--- src/rtl/cdb_arbiter_pkg.sv ---
// Shared definitions for the common-data-bus arbiter: bus count, arbiter
// address type and the FSM state encoding.
package cdb_arbiter_pkg;

  localparam int BUS_COUNT = 2;

  typedef logic [7:0] arb_addr_t;

  typedef enum logic [0:0] {
    ST_IDLE   = 1'b0,
    ST_ACTIVE = 1'b1
  } arb_state_t;

endpackage

--- src/rtl/cdb_arbiter_rr_pick.sv ---
// Circular priority picker: returns the first set bit of vec at or after
// index start, wrapping past N-1 back to 0.
module rr_pick #(
  parameter int N  = 4,
  parameter int IW = (N > 1) ? $clog2(N) : 1
) (
  input  logic [N-1:0]  vec,
  input  logic [IW-1:0] start,
  output logic          found,
  output logic [IW-1:0] idx
);

  // Scan offsets from farthest to nearest so the nearest set bit wins.
  always_comb begin
    int            pos;
    logic [IW-1:0] p;
    found = 1'b0;
    idx   = '0;
    pos   = 0;
    p     = '0;
    for (int k = N - 1; k >= 0; k--) begin
      pos   = (int'(start) + k >= N) ? (int'(start) + k - N) : (int'(start) + k);
      p     = IW'(pos);
      found = found | vec[p];
      idx   = vec[p] ? p : idx;
    end
  end

endmodule

--- src/rtl/cdb_arbiter.sv ---
// Two-bus round-robin arbiter for combos sharing the common data buses.
// Optional feature macro: CDB_ARBITER_STARVATION_EN (wait counters and
// starvation priority); without it arbitration is pure round-robin.
module cdb_arbiter
  import cdb_arbiter_pkg::*;
#(
  parameter int        REQUESTERS   = 4,
  parameter logic [7:0] BASE_ADDRESS = 8'h00,
  parameter int        MAX_WAIT     = 15
) (
  input  logic                        clock,
  input  logic                        reset,
  input  logic [REQUESTERS-1:0]       request,
  input  logic [BUS_COUNT-1:0]        bus_hold,
  output logic [REQUESTERS-1:0]       grant,
  output arb_addr_t [BUS_COUNT-1:0]   bus_select,
  output logic [BUS_COUNT-1:0]        bus_valid,
  output logic [REQUESTERS-1:0]       starved
);

  localparam int IW = $clog2(REQUESTERS);

  if (REQUESTERS < 2 || REQUESTERS > 8 || MAX_WAIT < 1 || MAX_WAIT > 255) begin : g_param_check
    $error("cdb_arbiter: parameter out of range");
  end

  function automatic logic [REQUESTERS-1:0] onehot(input logic [IW-1:0] i);
    onehot = {{(REQUESTERS-1){1'b0}}, 1'b1} << i;
  endfunction

  function automatic logic [IW-1:0] wrap_inc(input logic [IW-1:0] i);
    wrap_inc = (i == IW'(REQUESTERS - 1)) ? '0 : i + IW'(1);
  endfunction

  arb_state_t                         state_r;
  logic [IW-1:0]                      ptr_r;
  logic [IW-1:0]                      last_idx_r;
  logic [REQUESTERS-1:0]              grant_r;
  arb_addr_t [BUS_COUNT-1:0]          bus_select_r;
  logic [BUS_COUNT-1:0]               bus_valid_r;

  logic [IW-1:0]                      cur_ptr_s;
  logic [REQUESTERS-1:0]              eligible_s;
  logic [REQUESTERS-1:0]              prio_s;
  logic [REQUESTERS-1:0]              vec0_s;
  logic [REQUESTERS-1:0]              vec1_s;
  logic [IW-1:0]                      start0_s;
  logic [IW-1:0]                      start1_s;
  logic                               found0_s;
  logic                               found1_s;
  logic [IW-1:0]                      idx0_s;
  logic [IW-1:0]                      idx1_s;
  logic [BUS_COUNT-1:0]               valid_s;
  logic [BUS_COUNT-1:0][IW-1:0]       bus_idx_s;
  logic [IW-1:0]                      last_s;
  logic [REQUESTERS-1:0]              grant_s;
  logic                               any_s;

  assign eligible_s = request & ~grant_r;

`ifdef CDB_ARBITER_STARVATION_EN
  localparam logic [7:0] WAIT_LIMIT = 8'(MAX_WAIT);

  logic [REQUESTERS-1:0][7:0] wait_cnt_r;
  logic [REQUESTERS-1:0][7:0] wait_next_s;
  logic [REQUESTERS-1:0]      starved_r;
  logic [REQUESTERS-1:0]      starved_next_s;

  // Wait counters run only while a request is pending and not being served.
  always_comb begin
    wait_next_s    = '0;
    starved_next_s = '0;
    for (int i = 0; i < REQUESTERS; i++) begin
      if (!request[i] || grant_r[i]) begin
        wait_next_s[i] = 8'h00;
      end else if (wait_cnt_r[i] < WAIT_LIMIT) begin
        wait_next_s[i] = wait_cnt_r[i] + 8'h01;
      end else begin
        wait_next_s[i] = wait_cnt_r[i];
      end
      starved_next_s[i] = (wait_next_s[i] >= WAIT_LIMIT);
    end
  end

  // Wait counter and starvation flag registers.
  always_ff @(posedge clock) begin
    if (reset) begin
      wait_cnt_r <= '0;
      starved_r  <= '0;
    end else begin
      wait_cnt_r <= wait_next_s;
      starved_r  <= starved_next_s;
    end
  end

  assign prio_s  = eligible_s & starved_r;
  assign starved = starved_r;
`else
  assign prio_s  = '0;
  assign starved = '0;
`endif

  // Pointer in effect this cycle: follows the last grant when one was issued.
  always_comb begin
    if (state_r == ST_ACTIVE) begin
      cur_ptr_s = wrap_inc(last_idx_r);
    end else begin
      cur_ptr_s = ptr_r;
    end
  end

  // A starved requester preempts the round-robin first pick; the second
  // pick then resumes round-robin order from the pointer.
  always_comb begin
    if (|prio_s) begin
      vec0_s   = prio_s;
      start0_s = '0;
      start1_s = cur_ptr_s;
    end else begin
      vec0_s   = eligible_s;
      start0_s = cur_ptr_s;
      start1_s = wrap_inc(idx0_s);
    end
    vec1_s = eligible_s & ~onehot(idx0_s);
  end

  rr_pick #(.N(REQUESTERS), .IW(IW)) u_pick_bus0 (
    .vec   (vec0_s),
    .start (start0_s),
    .found (found0_s),
    .idx   (idx0_s)
  );

  rr_pick #(.N(REQUESTERS), .IW(IW)) u_pick_bus1 (
    .vec   (vec1_s),
    .start (start1_s),
    .found (found1_s),
    .idx   (idx1_s)
  );

  // Map picks onto free buses; a held bus shifts the first pick to the other.
  always_comb begin
    valid_s   = 2'b00;
    bus_idx_s = '0;
    case (bus_hold)
      2'b00: begin
        valid_s[0]   = found0_s;
        bus_idx_s[0] = idx0_s;
        valid_s[1]   = found0_s & found1_s;
        bus_idx_s[1] = idx1_s;
      end
      2'b01: begin
        valid_s[1]   = found0_s;
        bus_idx_s[1] = idx0_s;
      end
      2'b10: begin
        valid_s[0]   = found0_s;
        bus_idx_s[0] = idx0_s;
      end
      default: begin
        valid_s   = 2'b00;
        bus_idx_s = '0;
      end
    endcase
    last_s  = valid_s[1] ? bus_idx_s[1] : bus_idx_s[0];
    any_s   = |valid_s;
    grant_s = (valid_s[0] ? onehot(bus_idx_s[0]) : '0) |
              (valid_s[1] ? onehot(bus_idx_s[1]) : '0);
  end

  // Registered outputs, pointer bookkeeping and FSM advance.
  always_ff @(posedge clock) begin
    if (reset) begin
      grant_r      <= '0;
      bus_valid_r  <= 2'b00;
      bus_select_r <= '0;
      state_r      <= ST_IDLE;
      last_idx_r   <= '0;
      ptr_r        <= '0;
    end else begin
      grant_r         <= grant_s;
      bus_valid_r     <= valid_s;
      bus_select_r[0] <= valid_s[0] ? (BASE_ADDRESS + arb_addr_t'(bus_idx_s[0])) : 8'h00;
      bus_select_r[1] <= valid_s[1] ? (BASE_ADDRESS + arb_addr_t'(bus_idx_s[1])) : 8'h00;
      state_r         <= any_s ? ST_ACTIVE : ST_IDLE;
      last_idx_r      <= last_s;
      ptr_r           <= cur_ptr_s;
    end
  end

  assign grant      = grant_r;
  assign bus_valid  = bus_valid_r;
  assign bus_select = bus_select_r;

endmodule

--- config.mk ---
export PLATFORM = sky130hd
export DESIGN_NAME = cdb_arbiter
export DESIGN_NICKNAME = d
export VERILOG_FILES = /design/src/rtl/cdb_arbiter_pkg.sv /design/src/rtl/cdb_arbiter_rr_pick.sv /design/src/rtl/cdb_arbiter.sv
export SDC_FILE = /design/constraint.sdc
export NUM_CORES = 1
export LEC_CHECK = 0
export ABC_AREA = 1
export BUFFER_PORTS_ARGS = -buffer_cell sky130_fd_sc_hd__buf_4
export CORE_MARGIN = 2
export CORE_UTILIZATION = 45
export CTS_CLUSTER_DIAMETER = 100
export DETAILED_ROUTE_END_ITERATION = 7
export PLACE_DENSITY = 0.67
export SLEW_MARGIN = 20
export SYNTH_ARGS = -nofsm -noshare
export SYNTH_HDL_FRONTEND = slang
export SYNTH_SLANG_ARGS = --single-unit
--- constraint.sdc ---
create_clock -name clock -period 3.4 [get_ports clock]
set_input_delay 0.17 -clock clock [delete_from_list [all_inputs] [get_ports clock]]
set_output_delay 0.17 -clock clock [all_outputs]
set_load 0.1 [all_outputs]
# After elaboration in Yosys (flattened, before gate mapping)
# Index checks and enable logic that the tools add are counted.
[word_totals] input_bits=8 regBits=27
[classes] muxes=43 bitwise=14 shifts=3 reduce_logical=5 eq_ne=4 order_cmp=16 n_addsub=16
[op_table] operator="2-bit two-way mux" n=21
[op_table] operator="2-bit by 3-bit less-than comparator with 1-bit output (second input constant)" n=8
[op_table] operator="3-bit >= comparator (second input constant)" n=6
[op_table] operator="1-bit binary-select mux with 2-bit select" n=8
[op_table] operator="2-bit by 1-bit subtractor with 2-bit output (second input constant)" n=8
[op_table] operator="2-bit by 2-bit adder with 3-bit output (second input constant)" n=4
[op_table] operator="1-bit by 2-bit << shifter with 4-bit output (first input constant)" n=3
[op_table] operator="1-bit two-way mux" n=10
[op_table] operator="4-bit AND" n=2
[op_table] operator="4-bit two-way mux" n=2
[op_table] operator="4-bit NOT" n=2
[op_table] operator="2-bit OR reduction" n=4
[op_table] operator="2-bit by 1-bit adder with 3-bit output (second input constant)" n=2
[op_table] operator="2-bit equality test (second input constant)" n=3
[op_table] operator="2-bit by 3-bit >= comparator with 1-bit output (second input constant)" n=2
[op_table] operator="1-bit bitwise OR" n=6
[op_table] operator="2-bit by 1-bit adder with 2-bit output (second input constant)" n=2
[op_table] operator="4-bit bitwise OR" n=1
[op_table] operator="2-bit case mux with 2 select lines" n=1
[op_table] operator="2-bit by 1-bit equality test with 1-bit output (second input constant)" n=1
[op_table] operator="2-bit zero test" n=1
[op_table] operator="1-bit NOT" n=2
[op_table] operator="1-bit case mux with 2 select lines" n=1
[op_table] operator="1-bit AND" n=1

# Depth between registers and ports, before layout
[depth] ltp_word=27 depth_mapped=31 mapped_depth_nobuf=30

# Hierarchy
# From an unflattened synthesis, not the netlist that was laid out.
[unflattened] cells_unflattened=196 area_unflattened_um2=1290.0
[modules_own_cells] mod="cdb_arbiter" cells_each=108 area_each_um2=839.6 instances=1
[modules_own_cells] mod="rr_pick" cells_each=44 area_each_um2=225.2 instances=2

# Worst setup path after synthesis
# Ideal clock, no wire load.
[synth_timing] kind="register -> register" startpoint="reg grant_r[0] (netlist: grant[0])" endpoint="reg grant_r[0] (netlist: grant[0])" stages_incl_launch_ff=28 setup_time_ps=110 path_slack_ps=79 n_path_buf=1 synth_period_minus_slack_ps=3321 t_arrival_ps=3211 path_cell_list="dfxtp_1 > inv_1 > nand2_1 > inv_1 > nand3_1 > nand2_2 > nand2_4 > nand2_4 > inv_2 > nand2_2 > nand2_2 > nand2_4 > nand2_4 > buf_8 > inv_1 > ha_1 > inv_1 > nand3_1 > nand2_2 > nand2_2 > nand3_2 > nand2_1 > nand2_1 > nand3_2 > nand2_4 > nor2_2 > nor2_2 > nor2_2"
[synth_between] elab_chain_len=23 word_cells_on_any_way=63
[synth_lines] element="from (decl)" line_no="cdb_arbiter.sv:38" rtl="logic [REQUESTERS-1:0] grant_r;"
[synth_lines] element="from (signal assigned)" line_no="cdb_arbiter.sv:181" rtl="grant_r <= grant_s;"
[synth_lines] element="4-bit NOT (*)" line_no="cdb_arbiter.sv:59" rtl="assign eligible_s = request & ~grant_r;"
[synth_lines] element="4-bit AND (*)" line_no="cdb_arbiter.sv:59"
[synth_lines] element="1-bit binary-select mux with 2-bit select" line_no="cdb_arbiter_rr_pick.sv:24, cdb_arbiter_rr_pick.sv:25"
[synth_lines] element="1-bit two-way mux (implied by the code)" line_no="cdb_arbiter_rr_pick.sv:24, cdb_arbiter_rr_pick.sv:25"
[synth_lines] element="2-bit two-way mux (4 in a row)" line_no="cdb_arbiter_rr_pick.sv:25" rtl="idx = vec[p] ? p : idx;"
[synth_lines] element="2-bit by 1-bit adder with 2-bit output / 2-bit equality test (equally long branches)" line_no="cdb_arbiter.sv:32" rtl="wrap_inc = (i == IW'(REQUESTERS - 1)) ? '0 : i + IW'(1);"
[synth_lines] element="2-bit two-way mux" line_no="cdb_arbiter.sv:32"
[synth_lines] element="2-bit by 2-bit adder with 3-bit output" line_no="cdb_arbiter_rr_pick.sv:22" rtl="pos = (int'(start) + k >= N) ? (int'(start) + k - N) : (int'(start) + k);"
[synth_lines] element="3-bit >= comparator / 2-bit by 1-bit subtractor with 2-bit output (equally long branches)" line_no="cdb_arbiter_rr_pick.sv:22"
[synth_lines] element="2-bit two-way mux" line_no="cdb_arbiter_rr_pick.sv:22"
[synth_lines] element="1-bit binary-select mux with 2-bit select" line_no="cdb_arbiter_rr_pick.sv:24, cdb_arbiter_rr_pick.sv:25"
[synth_lines] element="1-bit two-way mux (implied by the code)" line_no="cdb_arbiter_rr_pick.sv:24, cdb_arbiter_rr_pick.sv:25"
[synth_lines] element="2-bit two-way mux (4 in a row)" line_no="cdb_arbiter_rr_pick.sv:25"
[synth_lines] element="2-bit case mux with 2 select lines" line_no="cdb_arbiter.sv:145" rtl="case (bus_hold)"
[synth_lines] element="1-bit by 2-bit << shifter with 4-bit output" line_no="cdb_arbiter.sv:28" rtl="onehot = {{(REQUESTERS-1){1'b0}}, 1'b1} << i;"
[synth_lines] element="4-bit two-way mux" line_no="cdb_arbiter.sv:168" rtl="(valid_s[1] ? onehot(bus_idx_s[1]) : '0);"
[synth_lines] element="4-bit bitwise OR (*)" line_no="cdb_arbiter.sv:167" rtl="grant_s = (valid_s[0] ? onehot(bus_idx_s[0]) : '0) |"
# Every way passes the cells marked *; elsewhere a longest branch is shown, timed or not. The select of a mux whose other input is x is not followed.
# A chain may end at the register's enable or synchronous reset.

# Final worst setup path
[layout_timing] startpoint="reg last_idx_r[0]" endpoint="reg grant_r[2] (netlist: grant[2])"
[layout_between] elab_chain_len=27 word_cells_on_any_way=80
[layout_lines] element="from (decl)" line_no="cdb_arbiter.sv:37" rtl="logic [IW-1:0] last_idx_r;"
[layout_lines] element="from (signal assigned)" line_no="cdb_arbiter.sv:186" rtl="last_idx_r <= last_s;"
[layout_lines] element="2-bit by 1-bit adder with 2-bit output / 2-bit equality test (equally long branches)" line_no="cdb_arbiter.sv:32"
[layout_lines] element="2-bit two-way mux (*)" line_no="cdb_arbiter.sv:32"
[layout_lines] element="2-bit two-way mux (*)" line_no="cdb_arbiter.sv:105" rtl="if (state_r == ST_ACTIVE) begin"
[layout_lines] element="2-bit by 2-bit adder with 3-bit output" line_no="cdb_arbiter_rr_pick.sv:22"
[layout_lines] element="3-bit >= comparator / 2-bit by 1-bit subtractor with 2-bit output (equally long branches)" line_no="cdb_arbiter_rr_pick.sv:22"
[layout_lines] element="2-bit two-way mux" line_no="cdb_arbiter_rr_pick.sv:22"
[layout_lines] element="1-bit binary-select mux with 2-bit select" line_no="cdb_arbiter_rr_pick.sv:24, cdb_arbiter_rr_pick.sv:25"
[layout_lines] element="1-bit two-way mux (implied by the code)" line_no="cdb_arbiter_rr_pick.sv:24, cdb_arbiter_rr_pick.sv:25"
[layout_lines] element="(+8 left out)"
[layout_lines] element="2-bit two-way mux" line_no="cdb_arbiter_rr_pick.sv:22"
[layout_lines] element="1-bit binary-select mux with 2-bit select" line_no="cdb_arbiter_rr_pick.sv:24, cdb_arbiter_rr_pick.sv:25"
[layout_lines] element="1-bit two-way mux (implied by the code)" line_no="cdb_arbiter_rr_pick.sv:24, cdb_arbiter_rr_pick.sv:25"
[layout_lines] element="2-bit two-way mux (4 in a row)" line_no="cdb_arbiter_rr_pick.sv:25"
[layout_lines] element="2-bit case mux with 2 select lines" line_no="cdb_arbiter.sv:145"
[layout_lines] element="1-bit by 2-bit << shifter with 4-bit output" line_no="cdb_arbiter.sv:28"
[layout_lines] element="4-bit two-way mux" line_no="cdb_arbiter.sv:168"
[layout_lines] element="4-bit bitwise OR (*)" line_no="cdb_arbiter.sv:167"
# Marks and branches as above.

==> flow_results.xml <==
<?xml version="1.0" encoding="UTF-8"?>
<metrics>
  <group name="synth">
    <metric name="synthesis.instances" unit="">204</metric>
    <metric name="number_of_distinct_library_cell_variants_in_the_gate_level_netlist_after_synthesis" unit="">24</metric>
    <metric name="synthesis.yosys.warnings" unit="">0</metric>
    <metric name="combined_area_of_all_synthesized_cells" unit="µm²">1360</metric>
    <metric name="yosysSeqAreaShare" unit="">0.221</metric>
    <metric name="ys_ff_latch" unit="">15</metric>
    <metric name="postSynthAreaPerCell" unit="µm²">6.66</metric>
  </group>
  <group name="sta">
    <metric name="layout_worst_path_cycle_share" unit="">0.885</metric>
    <metric name="max_clock_freq" unit="MHz">333</metric>
    <metric name="final_hold_viol_count" unit="">0</metric>
    <metric name="count_of_pins_over_their_slew_limit" unit="">0</metric>
    <metric name="worst_hold_margin" unit="ps">82.2</metric>
    <metric name="setup_total_negative_slack" unit="ps">0</metric>
    <metric name="setup_viol_count_final" unit="">0</metric>
    <metric name="grt_setup_unrepaired" unit="">no</metric>
    <metric name="fin_skew" unit="ps">4.18</metric>
    <metric name="finalCriticalPeriod" unit="ps">3010</metric>
  </group>
  <group name="detailed_routing">
    <metric name="drt_drc_violations_left" unit="">0</metric>
    <metric name="initialDrtViolationCount" unit="">30</metric>
    <metric name="route.antenna.remaining_nets" unit="">0</metric>
    <metric name="wire_length_reported_by_the_detailed_router" unit="mm">2.53</metric>
    <metric name="drt_pass1_iterations" unit="">4</metric>
    <metric name="via_count_of_the_routed_design" unit="">1177</metric>
    <metric name="wl_per_cell" unit="µm">9.78</metric>
    <metric name="route.detailed.vias_per_inst" unit="">4.54</metric>
  </group>
  <group name="finish">
    <metric name="n_antenna_cell" unit="">0</metric>
    <metric name="fill_cells" unit="">285</metric>
    <metric name="final_core_utilization" unit="">0.540</metric>
    <metric name="multi_input_combinational_cell_area" unit="µm²">867</metric>
    <metric name="drive_gt1_frac" unit="">0.298</metric>
    <metric name="finish.instance_area" unit="µm²">1510</metric>
    <metric name="count_of_nets_after_finishing" unit="">242</metric>
    <metric name="regArea" unit="µm²">300</metric>
    <metric name="area_delta_synth_final" unit="%">11.4</metric>
  </group>
  <group name="global_route">
    <metric name="grt_first_pass_wirelength" unit="mm">4.46</metric>
    <metric name="grt.met1_usage" unit="">0.230</metric>
    <metric name="use_met2" unit="">0.262</metric>
    <metric name="number_of_antenna_violations_at_the_first_check_in_global_routing" unit="">0</metric>
    <metric name="globalRoute.totalOverflow" unit="">0</metric>
    <metric name="met3_usage" unit="">0.0462</metric>
    <metric name="vias_in_the_first_global_route" unit="">1037</metric>
    <metric name="grt.busiest_layer" unit="">met2</metric>
    <metric name="groute.usage.overall" unit="">0.169</metric>
    <metric name="largest_net_degree_at_the_start_of_global_routing" unit="">16</metric>
  </group>
  <group name="critical_path">
    <metric name="regToRegSetupSlack" unit="ps">390</metric>
    <metric name="cp-start-kind" unit="">flip-flop</metric>
    <metric name="startpoint" unit="">last_idx_r[0]</metric>
    <metric name="worst_r2r_endpoint" unit="">grant[2]</metric>
    <metric name="worst_path_largest_cell_delay" unit="ps">330</metric>
    <metric name="worst_path_max_delay_cell" unit="">dfxtp_1</metric>
    <metric name="cp_data_required_time" unit="ps">3620</metric>
    <metric name="cp_data_arrival_time" unit="ps">3230</metric>
    <metric name="criticalPathCategory" unit="">reg2reg</metric>
    <metric name="rr_worst_depth" unit="">28</metric>
    <metric name="r2r-start" unit="">last_idx_r[0]</metric>
    <metric name="critical-path-top-cell-by-count" unit="">nand2_1</metric>
    <metric name="cp-endpoint" unit="">grant[2]</metric>
    <metric name="critical_path.endpoint_type" unit="">flip-flop</metric>
    <metric name="critical_path.max_fanout" unit="">15</metric>
  </group>
  <group name="die">
    <metric name="start_util" unit="">0.484</metric>
    <metric name="die-area" unit="µm²">3480</metric>
    <metric name="die_width" unit="µm">59.0</metric>
    <metric name="fp-row-count" unit="">19</metric>
    <metric name="die_y" unit="µm">59.0</metric>
    <metric name="core-area" unit="µm²">2810</metric>
    <metric name="ioPinCount" unit="">34</metric>
  </group>
  <group name="place">
    <metric name="placed_cell_area" unit="µm²">1480</metric>
    <metric name="place_congestion" unit="">0.855</metric>
    <metric name="placement.io_buffers" unit="">17</metric>
    <metric name="dp.final_hpwl" unit="mm">2.08</metric>
  </group>
  <group name="clock_tree">
    <metric name="clockRootBuffer" unit="">clkbuf_4</metric>
    <metric name="cts-hold-fix-buffers" unit="">0</metric>
    <metric name="clkSlewWorstSetupHoldPaths" unit="ps">90</metric>
    <metric name="tritoncts_num_sinks" unit="">15</metric>
    <metric name="quantity_of_gates_resized_following_cts" unit="">0</metric>
    <metric name="cts_setup_buffers" unit="">0</metric>
    <metric name="clk_latency" unit="ps">300</metric>
    <metric name="tritoncts.num_buffers" unit="">3</metric>
    <metric name="cts.htree.levels" unit="">1</metric>
    <metric name="clock_path_buffers" unit="">2</metric>
    <metric name="tritoncts" unit="">yes</metric>
  </group>
  <group name="job">
    <metric name="count_of_max_cap_constraint_violations" unit="">0</metric>
  </group>
  <group name="status">
    <metric name="outcome" unit="">completed</metric>
  </group>
  <group name="min_path">
    <metric name="hold_class" unit="">in2reg</metric>
  </group>
</metrics>
-- cells in the mapped netlist, drive strengths merged --
library cell	number	share of area
a21oi	2	0.0074
buf	17	0.099
conb	1	0.0028
dfxtp	15	0.22
ha	5	0.046
inv	30	0.083
nand2	75	0.29
nand3	23	0.11
nand4	2	0.0092
nor2	21	0.064
nor3b	1	0.0055
o21ai	9	0.044
o31ai	2	0.011
or2	1	0.0046
-- cell usage in the layout (no fill, tap or decap) --
cell         n
o21ai_1      3
nand4_1      2
dfxtp_1     15
conb_1      16
o21ai_2      1
nand2_1     48
nand2_2     17
nor3b_1      1
o31ai_1      2
or2_1        1
buf_4       22
nand3_2      4
nor2_2       3
clkbuf_4     3
o21ai_4      1
nand3_1     18
nor2_1      18
ha_1         5
inv_2        5
nand3_4      1
inv_1       25
o21ai_0      4
nand2_4     10
a21oi_1      2
clkinvlp_4   1
-- stage by stage --
step,setup WS (ps),instances
floorplan,78.6,219
CTS,385,259
finish,393,259
global route,67.4,259
global placement,430,255
detailed placement,409,255
-- layout make-up --
| class | instances | share of cell area |
|---|---|---|
| flip-flops and latches | 15 | 0.198 |
| multi-input cells | 157 | 0.573 |
| inverters | 30 | 0.0744 |
| repair buffers | 22 | 0.109 |
| clock inverters | 1 | 0.00496 |
| well taps | 31 | 0.0256 |
| clock buffers | 3 | 0.0149 |
-- sequential cells by signal, summed over array words and instances (netlist names) --
signal	count
bus_select	4
last_idx_r	2
bus_valid	2
ptr_r	2
state_r	1
grant	4
-- how the worst min path moves through the flow --
stage                      from       end  cells past startpoint
final                     reset  grant[0]                      2
after global routing      reset  grant[0]                      2
after CTS                 reset  grant[0]                      2
after detailed placement  reset  grant[0]                      2
after global placement    reset  grant[0]                      2
after floorplan           reset  grant[0]                      1
-- worst max-delay path: cells and delay by family, from the launching register on --
| kind | cells | cell delay, ps |
|---|---|---|
| flip-flops | 1 | 330 |
| AO/OA/AOI/OAI | 1 | 140 |
| AND/OR/NAND/NOR | 21 | 1620 |
| adder cells (fa/ha/maj) | 2 | 530 |
| buffers and inverters | 4 | 320 |
-- cell families after synthesis --
| group | share of synthesized area |
|---|---|
| AO/OA/AOI/OAI | 0.0626 |
| adder cells (fa/ha/maj) | 0.0460 |
| buffers and inverters | 0.182 |
| flip-flops | 0.221 |
| other | 0.00276 |
| AND/OR/NAND/NOR | 0.485 |
-- routing by layer --
layer	share of wire	vias up	wire length, µm
li1	-	648	-
met1	0.51	505	1290
met2	0.44	21	1120
met3	0.037	3	94
met4	0.0087	0	22
met5	0	-	0
Power is not shown: default switching activity piles up to over one toggle a cycle in this logic, so the estimate is an artifact.
